===== config.mk =====
export PLATFORM = sky130hd
export DESIGN_NAME = multicycle_controller
export DESIGN_NICKNAME = d
export VERILOG_FILES = /design/src/rtl/multicycle_controller.sv
export SDC_FILE = /design/constraint.sdc
export NUM_CORES = 1
export LEC_CHECK = 0
export CAP_MARGIN = 20
export CORE_MARGIN = 3
export CORE_UTILIZATION = 30
export CTS_CLUSTER_DIAMETER = 40
export DETAILED_ROUTE_END_ITERATION = 16
export PLACE_DENSITY = 0.73
export SYNTH_ARGS = -nofsm -noshare
export SYNTH_HDL_FRONTEND = slang
export SYNTH_SLANG_ARGS = --single-unit

===== constraint.sdc =====
create_clock -name clk -period 4.5 [get_ports clk]
set_clock_uncertainty 0.2 [all_clocks]
set_input_delay 0.675 -clock clk [delete_from_list [all_inputs] [get_ports clk]]
set_output_delay 0.675 -clock clk [all_outputs]
set_load 0.01 [all_outputs]

===== src/rtl/multicycle_controller.sv =====
// multicycle_controller: FSM control unit for the multicycle ARM core with NZCV flags,
// condition checking, memory-ready stalls and per-lane byte enables.
module multicycle_controller #(
    parameter int BYTE_LANES = 4,
    parameter int LANE_W     = $clog2(BYTE_LANES)
) (
    input  logic                  clk,
    input  logic                  reset,
    input  logic [3:0]            Cond,
    input  logic [1:0]            Op,
    input  logic [5:0]            Funct,
    input  logic [3:0]            Rd,
    input  logic [11:0]           Src2,
    input  logic [3:0]            ALUFlags,
    input  logic [LANE_W-1:0]     ByteAddr,
    input  logic                  MemReady,
    output logic                  PCWrite,
    output logic                  IRWrite,
    output logic                  RegW,
    output logic                  MemW,
    output logic                  AdrSrc,
    output logic                  ALUSrcA,
    output logic [1:0]            ALUSrcB,
    output logic [1:0]            ResultSrc,
    output logic [1:0]            ImmSrc,
    output logic [1:0]            RegSrc,
    output logic [3:0]            ALUControl,
    output logic [BYTE_LANES-1:0] ByteEnable,
    output logic                  BranchLink,
    output logic [3:0]            Flags,
    output logic                  InstrDone,
    output logic                  UndefInstr
);
    typedef enum logic [3:0] {
        S_FETCH, S_DECODE, S_MEMADR, S_MEMRD, S_MEMWB,
        S_MEMWR, S_EXECR, S_EXECI, S_ALUWB, S_BRANCH
    } state_t;

    state_t state_q, state_d;
    logic [3:0] flags_q, flags_d;
    logic cond_ex_q, cond_ex_d;
    logic cond_ok, arith, no_write, n, z, c, v;
    logic [BYTE_LANES-1:0] be_sel;
    logic unused;

    assign unused = ^{Src2[11:8], Src2[6:5], Src2[3:0]};
    assign {n, z, c, v} = flags_q;
    assign Flags = flags_q;
    assign arith = Funct[4:1] inside {4'b0010, 4'b0011, 4'b0100, 4'b0101,
                                      4'b0110, 4'b0111, 4'b1010, 4'b1011};
    // Compare/test ops skip writeback unless Src2 encodes a multiply-style extension
    assign no_write = (Funct[4:3] == 2'b10) & ~(Src2[7] & Src2[4]);
    assign be_sel = Funct[2] ? (BYTE_LANES'(1) << ByteAddr) : '1;
    assign cond_ex_d = (state_q == S_DECODE) ? cond_ok : cond_ex_q;

    always_comb begin
        case (Cond)
            4'b0000: cond_ok = z;
            4'b0001: cond_ok = ~z;
            4'b0010: cond_ok = c;
            4'b0011: cond_ok = ~c;
            4'b0100: cond_ok = n;
            4'b0101: cond_ok = ~n;
            4'b0110: cond_ok = v;
            4'b0111: cond_ok = ~v;
            4'b1000: cond_ok = c & ~z;
            4'b1001: cond_ok = ~c | z;
            4'b1010: cond_ok = n == v;
            4'b1011: cond_ok = n != v;
            4'b1100: cond_ok = ~z & (n == v);
            4'b1101: cond_ok = z | (n != v);
            4'b1110: cond_ok = 1'b1;
            default: cond_ok = 1'b0;
        endcase
    end

    always_comb begin
        flags_d = flags_q;
        if ((state_q == S_EXECR || state_q == S_EXECI) && Funct[0] && cond_ex_q) begin
            flags_d[3:2] = ALUFlags[3:2];
            if (arith) flags_d[1:0] = ALUFlags[1:0];
        end
    end

    always_ff @(posedge clk) begin
        if (reset) begin
            state_q   <= S_FETCH;
            flags_q   <= '0;
            cond_ex_q <= 1'b0;
        end else begin
            state_q   <= state_d;
            flags_q   <= flags_d;
            cond_ex_q <= cond_ex_d;
        end
    end

    always_comb begin
        PCWrite    = 1'b0;
        IRWrite    = 1'b0;
        RegW       = 1'b0;
        MemW       = 1'b0;
        AdrSrc     = 1'b0;
        ALUSrcA    = 1'b0;
        ALUSrcB    = 2'b00;
        ResultSrc  = 2'b00;
        ALUControl = 4'b0000;
        ByteEnable = '0;
        BranchLink = 1'b0;
        InstrDone  = 1'b0;
        UndefInstr = 1'b0;
        ImmSrc     = (Op == 2'b01) ? 2'b01 : (Op == 2'b10) ? 2'b10 : 2'b00;
        RegSrc     = (Op == 2'b10) ? 2'b01 : (Op == 2'b01 && !Funct[0]) ? 2'b10 : 2'b00;
        state_d    = state_q;
        case (state_q)
            S_FETCH: begin
                ALUSrcA    = 1'b1;
                ALUSrcB    = 2'b10;
                ALUControl = 4'b0100;
                ResultSrc  = 2'b10;
                IRWrite    = MemReady;
                PCWrite    = MemReady;
                if (MemReady) state_d = S_DECODE;
            end
            S_DECODE: begin
                ALUSrcA   = 1'b1;
                ALUSrcB   = 2'b10;
                ResultSrc = 2'b10;
                if (!cond_ok || Op == 2'b11) begin
                    InstrDone  = 1'b1;
                    UndefInstr = cond_ok;
                    state_d    = S_FETCH;
                end else begin
                    state_d = (Op == 2'b01) ? S_MEMADR : (Op == 2'b10) ? S_BRANCH :
                              Funct[5] ? S_EXECI : S_EXECR;
                end
            end
            S_MEMADR: begin
                ALUSrcB    = Funct[5] ? 2'b00 : 2'b01;
                ALUControl = Funct[3] ? 4'b0100 : 4'b0010;
                state_d    = Funct[0] ? S_MEMRD : S_MEMWR;
            end
            S_MEMRD: begin
                AdrSrc     = 1'b1;
                ByteEnable = be_sel;
                if (MemReady) state_d = S_MEMWB;
            end
            S_MEMWB: begin
                ResultSrc = 2'b01;
                RegW      = 1'b1;
                PCWrite   = Rd == 4'd15;
                InstrDone = 1'b1;
                state_d   = S_FETCH;
            end
            S_MEMWR: begin
                AdrSrc     = 1'b1;
                MemW       = 1'b1;
                ByteEnable = be_sel;
                InstrDone  = MemReady;
                if (MemReady) state_d = S_FETCH;
            end
            S_EXECR, S_EXECI: begin
                ALUSrcB    = (state_q == S_EXECI) ? 2'b01 : 2'b00;
                ALUControl = Funct[4:1];
                InstrDone  = no_write;
                state_d    = no_write ? S_FETCH : S_ALUWB;
            end
            S_ALUWB: begin
                RegW      = 1'b1;
                PCWrite   = Rd == 4'd15;
                InstrDone = 1'b1;
                state_d   = S_FETCH;
            end
            S_BRANCH: begin
                ALUSrcB    = 2'b01;
                ALUControl = 4'b0100;
                ResultSrc  = 2'b10;
                PCWrite    = 1'b1;
                RegW       = Funct[4];
                BranchLink = Funct[4];
                InstrDone  = 1'b1;
                state_d    = S_FETCH;
            end
            default: state_d = S_FETCH;
        endcase
        if (reset) begin
            PCWrite    = 1'b0;
            IRWrite    = 1'b0;
            RegW       = 1'b0;
            MemW       = 1'b0;
            InstrDone  = 1'b0;
            UndefInstr = 1'b0;
        end
    end
endmodule


==> impl_results.md, run 1 <==
* Finish-stage setup viols at 0
* Vias at 1255
* Max Slew Vio Count at 0
* Power per cell area at 164.8 nW/um^2
* Internal at 183.5 uW
* Sequential fraction of the synthesis area at about 16%
* Worst flop-to-flop path startpoint: state_q[1]
* Reg2Reg Depth at 5
* First-pass GRT wire length at roughly 5300 um
* R2r endpoint: Flags[0]
* Synth Register Bits at 9
* Logic pwr share at 44.0%
* Busiest grt layer: met2
* Root Driver: clkbuf_4
* Total GRT Usage at 14.97%
* Final nets at 249
* Net Sw Frac at 33.75%
* Class of the worst hold path: reg2reg
* Synth Area per Inst at 6.913 sq um
* Clock power frac at 23.2%
* Cells after synthesis at 158
* Worst path most repeated cell: clkdlybuf4s50_1
* Largest vdd supply drop at 0.1026 mV
* Delay-heaviest family, CP: buffers and inverters
* Inst Count DP at 250
* Ys Warns at 0
* P&R area growth vs syn at 53.84%
* Met2 usage at 24.16%
* Setup Buffers After CTS at 0
* Distinct cells, synth at a little under 50
* Post-route ant nets at 0
* CTS hold repair buffers at 0
* Met3 Track Usage GR at about 5.3%
* DIE HEIGHT at 66.34 um
* TritonCTS Sinks at 9
* Crit. Startpoint: Cond[3]
* Most used DFF post-synth: dfxtp_1
* Net Sw Power at approximately 93 uW
* Fin Hold WS at 320.5 ps
* Fmax at 262.0 MHz
* Remaining Overflow, GRT at 0
* Starting density of the core at between 30% and 40%
* Crit path max fanout at 11
* DIE WIDTH at 66.34 um
* H-tree Lvls at 1
* Crit Path Class: in2out
* RePlAce Congestion at 0.8467
* RSZ-0062 raised after global routing: false
* CTS Buf Count at 3
* Post-CTS sizing at 0
* Max stage delay on crit path at 580 ps
* Final Hold Viols at 0
* Largest net degree at the start of global routing at 22
* Clk_lat worst skew at approximately 260 ps
* CTS clk-pin slew, worst paths at 60 ps
* # rows at 21
* Inserted Diodes at 0
* Total Wirelength at between 3000 and 4000 um
* Final critical-path share of the clock period at between 80% and 90%
* Worst setup path end: UndefInstr
* Synth Cell Area at 1092 sq um
* Synthesized Nets at 198
* Setup crit end kind: output port
* Core box area at about 3400 sq um
* Hpwl dp at 2445 um
* Longest Clk Path Bufs at 2
* Slowest stage cell, crit path: clkdlybuf4s50_1
* Worst EP arrival at between 2000 and 3000 ps
* Remaining DRCs at 0
* Post-synth EDFFs at 0
* Vias in the first global route at roughly 1200
* Status: finished clean
* Non-Filler Instances at about 250
* Critical path buffers and inverters at 2
* Commonest non-fill, non-tap cell in the layout: clkdlybuf4s50_1
* Met1 Resource Use GR at between 15 and 20%
* Leakage at around 0.67 nW
* Async SR Flop Fraction at 0%
* Avg WL per Cell at 12.48 um
* CTS tree: yes
* Worst R2R Setup Slack at between 2000 and 2500 ps
* Final TNS setup at 0 ps
* Startpoint Class: input pin
* Initial antenna violation count at 0
* Die area at roughly 4400 sq um
* WP data required at 3620 ps
* Initial drt markers at 45
* Relative max-transition margin at 57.19%
* Input/output buffers at 55
* Flop pwr share at between 30% and 40%
* # IOs at 66
* Max-Cap Viols at 0
* Share of cells above drive strength 1 at 6.250%
* DRT Pass-1 Iters at 4
* Vias/cell at 4.941
* Most frequent cells in the layout: 55 x clkdlybuf4s50_1, 19 x nor2_1, 13 x a21oi_1, 11 x nor3_1, 10 x inv_1
* Stages on worst setup path at 7
* Final min period at 3817 ps
* CP cell instances: clkdlybuf4s50_1 -> and2_4 -> o22ai_2 -> mux2i_2 -> a21oi_2 -> nor4b_2 -> clkdlybuf4s50_1
* Least-Margin Pin Slew at 641.2 ps
[Yosys cell counts, types with 2 or more instances]
| cell | instances | area share [%] |
|---|---|---|
| nand3_1 | 5 | 2.3 |
| nor3_1 | 11 | 5.0 |
| o21ai_1 | 2 | 0.92 |
| a21o_1 | 2 | 1.4 |
| clkbuf_1 | 4 | 1.4 |
| nand2_1 | 9 | 3.1 |
| a31oi_1 | 2 | 1.1 |
| inv_1 | 10 | 3.4 |
| and3_1 | 2 | 1.1 |
| nand2b_1 | 6 | 3.4 |
| a211oi_1 | 3 | 2.1 |
| and4_1 | 2 | 1.6 |
| ha_1 | 3 | 3.4 |
| nand3b_1 | 2 | 1.4 |
| or2_1 | 2 | 1.1 |
| buf_4 | 4 | 2.7 |
| a21oi_1 | 13 | 6.0 |
| nor2_1 | 19 | 6.5 |
| xnor2_1 | 2 | 1.6 |
| nor3b_1 | 3 | 2.1 |
| mux2i_1 | 7 | 6.4 |
| dfxtp_1 | 9 | 16 |
| o21ai_0 | 6 | 2.7 |
| nor2b_1 | 5 | 2.9 |
[metal layers]
metal	routed length, um	vias up
met3	206	2
met1	1502	554
met2	1452	40
li1	-	659
met4	8	0
met5	0	-
[sequential cells by signal, summed over array words and instances, names as in the netlist]
register / flops
cond_ex_q: 1
state_q: 4
Flags: 4
[metrics by stage]
step / utilization (%) / total power [mW] / setup slack, ps / instance area, sq um
finish: 49.19 / 0.2769 / 683.5 / 1680
detailed placement: 48.42 / 0.2138 / 675.6 / 1654
floorplan: - / 0.1577 / 1791 / 1092
CTS: 49.19 / 0.2785 / 676.4 / 1680
global route: 49.19 / 0.2969 / 560.1 / 1680
global placement: 48.42 / 0.2130 / 700.4 / 1654
[power by group through the flow]
stage               sequential, mW  clock, mW  combinational [mW]
global placement            0.0923          0               0.121
floorplan                   0.0864          0              0.0713
detailed placement          0.0924          0               0.121
global route                0.0918     0.0706               0.134
CTS                         0.0907     0.0657               0.122
finish                      0.0908     0.0643               0.122
[worst min path at each step]
| stage | start | to | slack (ps) | cells past startpoint |
|---|---|---|---|---|
| finish | cond_ex_q | cond_ex_q | 320 | 2 |
| global route | cond_ex_q | cond_ex_q | 340 | 2 |
| floorplan | cond_ex_q | cond_ex_q | 280 | 2 |
| CTS | cond_ex_q | cond_ex_q | 320 | 2 |
| global placement | cond_ex_q | cond_ex_q | 290 | 2 |
| detailed placement | cond_ex_q | cond_ex_q | 290 | 2 |
[kinds of logic (layout without fill, tap and decap cells)]
family	count (synthesis)	after routing	synth area share, %
multiplexers	8	8	7.675
AND/OR/NAND/NOR	76	76	38.26
XOR/XNOR	3	3	2.406
buffers and inverters	20	70	8.361
AO/OA/AOI/OAI	39	39	23.37
flip-flops	9	9	16.49
adder cells (fa/ha/maj)	3	3	3.437
[worst register-to-register path, cell delays in order, from the launching register on]
cell and delay, ps:
dfxtp_1 730, nand2b_1 190, or2_1 330, or2_1 290
mux2i_1 160, nor2_1 50
[final cells by class]
cell class | count | area [sq um]
Tap cell | 46 | 57.56
Fill cell | 354 | 1735
Sequential cell | 9 | 180.2
Clock buffer | 4 | 26.28
Multi-Input combinational cell | 129 | 820.8
Timing Repair Buffer | 56 | 558.0
Inverter | 10 | 37.54
Power figures use the tool's default switching activity.
==> run 2, diff against run 1 <==
--- a/config.mk
+++ b/config.mk
@@ -10,7 +10,7 @@
 export CORE_UTILIZATION = 30
 export CTS_CLUSTER_DIAMETER = 40
 export DETAILED_ROUTE_END_ITERATION = 16
-export PLACE_DENSITY = 0.73
+export PLACE_DENSITY = 0.75
 export SYNTH_ARGS = -nofsm -noshare
 export SYNTH_HDL_FRONTEND = slang
 export SYNTH_SLANG_ARGS = --single-unit
==> constraint.sdc (replaced) <==
create_clock -name clk -period 3.1 [get_ports clk]
set_clock_uncertainty 0.2 [all_clocks]
set_input_delay 0.465 -clock clk [delete_from_list [all_inputs] [get_ports clk]]
set_output_delay 0.465 -clock clk [all_outputs]
set_load 0.01 [all_outputs]
==> run 2 against run 1 <==
Net effect:
- clock power increased by 50%
- combinational power increased by 59%
- non-clock buffer count increased by 12
- clock-buffer cell count unchanged
- sequential share of layout area decreased by 0.57 points
- critical endpoint is now ByteEnable[1]
==> impl_results.md, run 2 (synthesis results as in run 1) <==
* Hpwl dp at 2661 um (+8.9%)
* CTS Buf Count at 3 (unchanged)
* Initial antenna violation count at 0 (unchanged)
* CTS hold repair buffers at 0 (unchanged)
* Finish-stage setup viols at 0 (unchanged)
* First-pass GRT wire length at 5382 um (+0.92%)
* Total GRT Usage at 15.18% (+0.21 points)
* Least-Margin Pin Slew at 468.3 ps (-172.9 ps)
* Leakage at 0.7548 nW (+13%)
* Max-Cap Viols at 0 (unchanged)
* Vias/cell at 4.940 (about the same)
* Logic pwr share at 46.5% (+2.5 points)
* Die area at 4401 sq um (unchanged)
* DIE HEIGHT at 66.34 um (unchanged)
* Final Hold Viols at 0 (unchanged)
* Delay-heaviest family, CP: buffers and inverters
* Remaining DRCs at 0 (unchanged)
* Relative max-transition margin at 68.68% (+11 points)
* CTS tree: yes
* Crit path max fanout at 13 (+2)
* Share of cells above drive strength 1 at 11.82% (+5.6 points)
* Pwr Total at 417.0 uW (+51%)
* CTS clk-pin slew, worst paths at 60 ps (about the same)
* Largest vdd supply drop at 0.2274 mV (+120%)
* Clock power frac at 23.1% (about the same)
* Core box area at 3416 sq um (unchanged)
* Final nets at 261 (+4.8%)
* Final worst slack at 199.7 ps (-483.8 ps)
* Final min period at 2900 ps
* Vias in the first global route at 1199 (+0.93%)
* Flop pwr share at 30.4% (-2.4 points)
* P&R area growth vs syn at 62.54%
* RePlAce Congestion at 0.8267 (-2.4%)
* DRT Pass-1 Iters at 4 (unchanged)
* Most frequent cells in the layout: 51 x clkdlybuf4s50_1, 19 x nor2_1, 13 x a21oi_1, 13 x buf_4, 11 x nor3_1
* Crit Path Class: reg2out
* Final TNS setup at 0 ps (unchanged)
* Area post-placement at 1744 sq um (+5.4%)
* RSZ-0062 raised after global routing: false
* Inserted Diodes at 0 (unchanged)
* Clk_lat worst skew at 270 ps (about the same)
* Fill cells at 348 (-1.7%)
* WP data required at 2430 ps (-1190 ps)
* Starting density of the core at 31.98% (unchanged)
* Max Slew Vio Count at 0 (unchanged)
* Net Sw Power at 140.9 uW (+51%)
* Root Driver: clkbuf_4
* Net Sw Frac at 33.78% (about the same)
* Initial drt markers at 95 (+110%)
* Final critical-path share of the clock period at slightly above 90%
* Longest Clk Path Bufs at 2 (unchanged)
* Input/output buffers at 55 (unchanged)
* Reg area at 180.2 sq um (unchanged)
* Setup crit end kind: output port
* Class of the worst hold path: reg2reg
* Post-route ant nets at 0 (unchanged)
* Avg WL per Cell at 12.41 um (-0.54%)
* H-tree Lvls at 1 (unchanged)
* Multi-input logic area at 827.0 sq um (+0.76%)
* Finished Cell Area at 1775 sq um (+5.7%)
* Worst EP arrival at 2240 ps (-700 ps)
* Vias at 1314 (+4.7%)
* Slowest stage cell, crit path: dfxtp_1
* Remaining Overflow, GRT at 0 (unchanged)
* Post-place setup slack at -235.9 ps (-911.6 ps)
* Max stage delay on crit path at 570 ps (about the same)
* Commonest non-fill, non-tap cell in the layout: clkdlybuf4s50_1
* Power per cell area at 234.9 nW/um^2 (+43%)
* # IOs at 66 (unchanged)
* Largest net degree at the start of global routing at 21 (-4.5%)
* Critical path buffers and inverters at 2 (unchanged)
* TritonCTS Sinks at 9 (unchanged)
* Status: finished clean
* Startpoint Class: register
* CP cell instances: buf_4 -> xnor2_1 -> or3_1 -> a21oi_1 -> clkdlybuf4s50_1
* Fin Hold WS at 303.0 ps (-17.47 ps)
* Fmax at 344.8 MHz
* Setup Buffers After CTS at 0 (unchanged)
* # rows at 21 (unchanged)
* DIE WIDTH at 66.34 um (unchanged)
* Internal at 276.1 uW (+50%)
* Total Wirelength at 3302 um (+4.2%)
-- run 2: path summary, 6_finish.rpt --
kind | end | slack, ps | cells past startpoint | startpoint
setup / recovery | ByteEnable[1] | 200 | 5 | state_q[1]
hold / removal | cond_ex_q | 300 | 2 | cond_ex_q
setup reg to reg | Flags[0] | 1110 | 6 | state_q[1]
hold reg to reg | cond_ex_q | 300 | 2 | cond_ex_q
-- run 2: repair_timing --
| action | in CTS | in global routing |
|---|---|---|
| cloned | 0 | 0 |
| pin swaps | 1 | 0 |
| resized for setup | 4 | 1 |
| setup endpoints to repair | 2 | 1 |
-- run 2: final cells by class --
| class | count | area share (%) |
|---|---|---|
| sequential | 9 | 10.15 |
| multi-input combinational | 129 | 46.58 |
| clock buffer | 4 | 1.480 |
| timing repair buffer | 68 | 36.43 |
| tap | 46 | 3.242 |
| inverter | 10 | 2.114 |
-- run 2: layer usage --
layer	vias up	global-route usage (%)	share of wire, %
met5	-	0	0
met4	0	1.777	0.24
met3	2	4.252	5.4
met2	34	23.30	47
met1	593	21.49	48
li1	685	-	-
-- run 2: tightest hold or removal path, stage by stage, from the launching register on --
cell and delay [ps]:
dfxtp_1 310, nor2_1 100, a211oi_1 50
-- run 2: power groups by stage --
| stage | Sequential, mW | Clock [mW] | Combinational [mW] |
|---|---|---|---|
| after floorplan | 0.125 | 0 | 0.104 |
| after global routing | 0.128 | 0.102 | 0.214 |
| after detailed placement | 0.129 | 0 | 0.194 |
| after global placement | 0.129 | 0 | 0.193 |
| final | 0.127 | 0.0964 | 0.194 |
| after CTS | 0.127 | 0.0954 | 0.195 |
-- run 2: metrics by stage --
step	utilization [%]	instances
after CTS	51.90	266
final	51.98	266
after detailed placement	51.06	262
after global routing	51.98	266
after floorplan	-	158
after global placement	51.06	262
==> run 3, diff against run 2 <==
--- a/config.mk
+++ b/config.mk
@@ -7,10 +7,10 @@
 export LEC_CHECK = 0
 export CAP_MARGIN = 20
 export CORE_MARGIN = 3
-export CORE_UTILIZATION = 30
+export CORE_UTILIZATION = 34
 export CTS_CLUSTER_DIAMETER = 40
 export DETAILED_ROUTE_END_ITERATION = 16
-export PLACE_DENSITY = 0.75
+export PLACE_DENSITY = 0.83
 export SYNTH_ARGS = -nofsm -noshare
 export SYNTH_HDL_FRONTEND = slang
 export SYNTH_SLANG_ARGS = --single-unit
==> run 3 against run 2 <==
Net effect:
- via count is 1.1% higher
- first-iteration DRC count is 54% lower
- wire length fell by 3.6%
- clock power down 2.2%
- highest routed layer unchanged
- final cell count is 2.3% lower
- maximum frequency shrank 2.4%
- sequential cell count unchanged
- worst hold slack better by 2.3 ps
- die area down 11%
- critical path type is now in2out
- critical path depth increased by 2
==> impl_results.md, run 3 (synthesis results as in run 1) <==
* Total GRT Usage at 15.88% (+0.70 points)
* Finish-stage setup viols at 0 (unchanged)
* Root Driver: clkbuf_4
* First-pass GRT wire length at 5237 um (-2.7%)
* Vias in the first global route at 1196 (-0.25%)
* RSZ-0062 raised after global routing: false
* Final Hold Viols at 0 (unchanged)
* Critical path buffers and inverters at 2 (unchanged)
* Status: finished clean
* Total Wirelength at 3183 um (-3.6%)
* Input/output buffers at 55 (unchanged)
* Crit Path Class: in2out
* Post-route ant nets at 0 (unchanged)
* Avg WL per Cell at 12.24 um (-1.4%)
* Die area at 3929 sq um (-11%)
* CTS hold repair buffers at 0 (unchanged)
* Setup Buffers After CTS at 0 (unchanged)
* Vias at 1329 (+1.1%)
* Relative max-transition margin at 75.80% (+7.1 points)
* Largest net degree at the start of global routing at 21 (unchanged)
* CTS clk-pin slew, worst paths at 60 ps (about the same)
* Final worst slack at 127.1 ps (-72.57 ps)
* Reg2Reg Depth at 6 (unchanged)
* Power per cell area at 236.5 nW/um^2 (+0.71%)
* Final TNS setup at 0 ps (unchanged)
* Post-place setup slack at -195.6 ps (+40.31 ps)
* Class of the worst hold path: reg2reg
* Inst Count DP at 256 (-2.3%)
* Area post-placement at 1724 sq um (-1.1%)
* Finished Cell Area at 1753 sq um (-1.3%)
* Layout Utilization at 60.44% (+8.5 points)
* Commonest non-fill, non-tap cell in the layout: clkdlybuf4s50_1
* DR WL met3 at 224 um (+27%)
* Clk_lat worst skew at 270 ps (about the same)
* Remaining Overflow, GRT at 0 (unchanged)
* Max stage delay on crit path at 480 ps (-90 ps)
* Final critical-path share of the clock period at 95.90% (+2.3 points)
* Inserted Diodes at 0 (unchanged)
* Leakage at 0.7291 nW (-3.4%)
* Final min period at 2973 ps (+72.57 ps)
* TritonCTS Sinks at 9 (unchanged)
* Share of cells above drive strength 1 at 11.93% (+0.11 points)
* Stages on worst setup path at 7 (+2)
* Vias/cell at 5.112 (+3.5%)
* Met2 Wirelength at 1467 um (-4.9%)
* Slowest stage cell, crit path: clkdlybuf4s50_1
* Most frequent cells in the layout: 51 x clkdlybuf4s50_1, 19 x nor2_1, 13 x a21oi_1, 11 x nor3_1, 11 x buf_4
* DIE HEIGHT at 62.68 um (-5.5%)
* # IOs at 66 (unchanged)
* Crit path max fanout at 7 (-6)
* Largest vdd supply drop at 0.1504 mV (-34%)
* Hpwl dp at 2521 um (-5.3%)
* DRT Pass-1 Iters at 4 (unchanged)
* M1 WL at 1484 um (-5.7%)
* Startpoint Class: input pin
* CTS Buf Count at 3 (unchanged)
* Remaining DRCs at 0 (unchanged)
* Initial drt markers at 44 (-54%)
* Max Slew Vio Count at 0 (unchanged)
* Delay-heaviest family, CP: buffers and inverters
* P&R area growth vs syn at 60.48%
* # rows at 19 (-9.5%)
* Least-Margin Pin Slew at 362.5 ps (-105.8 ps)
* Max-Cap Viols at 0 (unchanged)
* Initial antenna violation count at 0 (unchanged)
* RePlAce Congestion at 0.8377 (+1.3%)
* Core box area at 2900 sq um (-15%)
* Non-Filler Instances at 260 (-2.3%)
* Longest Clk Path Bufs at 2 (unchanged)
* Highest routing layer actually used: met4
* CP cell instances: dlygate4sd2_1 -> and2_4 -> o22ai_2 -> mux2i_2 -> a21oi_2 -> o311a_1 -> clkdlybuf4s50_1
* CTS tree: yes
* Fmax at 336.4 MHz (-2.4%)
* Worst EP arrival at 2310 ps (+70 ps)
* H-tree Lvls at 1 (unchanged)
* Setup crit end kind: output port
* WHS Path Cells at 2 (unchanged)
* WP data required at 2430 ps (about the same)
* DIE WIDTH at 62.68 um (-5.5%)
* Starting density of the core at 37.66% (+5.7 points)
* Final nets at 259 (-0.77%)
## run 3: final cells by class
class,instances,area (sq um)
clock buffers,4,26.28
inverters,10,37.54
flip-flops and latches,9,180.2
fillers,270,1147
well taps,42,52.55
multi-input cells,129,832.0
repair buffers,66,624.3
## run 3: timing repair
action	in CTS	in global routing
endpoints found under the setup margin	2	1
resized for setup	4	4
pin swaps	1	0
## run 3: worst register-to-register path, cell delays in order (launching register included)
cell      delay [ps]
dfxtp_1          400
buf_4            210
nand2b_1         170
or2_1            300
or2_1            290
mux2i_1          170
nor2_1            50
## run 3: where the power goes
group | internal [mW] | switching, mW | leakage (nW)
registers | 0.121 | 0.00622 | 0.0730
clock network | 0.0498 | 0.0445 | 0.0150
logic | 0.104 | 0.0894 | 0.641
## run 3: worst paths after layout
check	end	from	slack (ps)
worst max-delay path	InstrDone	Cond[3]	130
worst min register to register	cond_ex_q	cond_ex_q	310
worst max register to register	Flags[1]	state_q[3]	1220
worst min-delay path	cond_ex_q	cond_ex_q	310
## run 3: through the flow
| step | total power, mW | hold slack, ps |
|---|---|---|
| after floorplan | 0.2290 | 278.3 |
| after global placement | 0.3195 | 292.7 |
| after detailed placement | 0.3218 | 294.0 |
| after CTS | 0.4138 | 302.9 |
| after global routing | 0.4408 | 340.1 |
| final | 0.4146 | 305.3 |
## run 3: metal layers
layer,vias to the layer above,track usage (%)
met3,2,5.576
met2,50,26.63
met1,596,20.30
met5,-,0
met4,0,1.377
li1,681,-
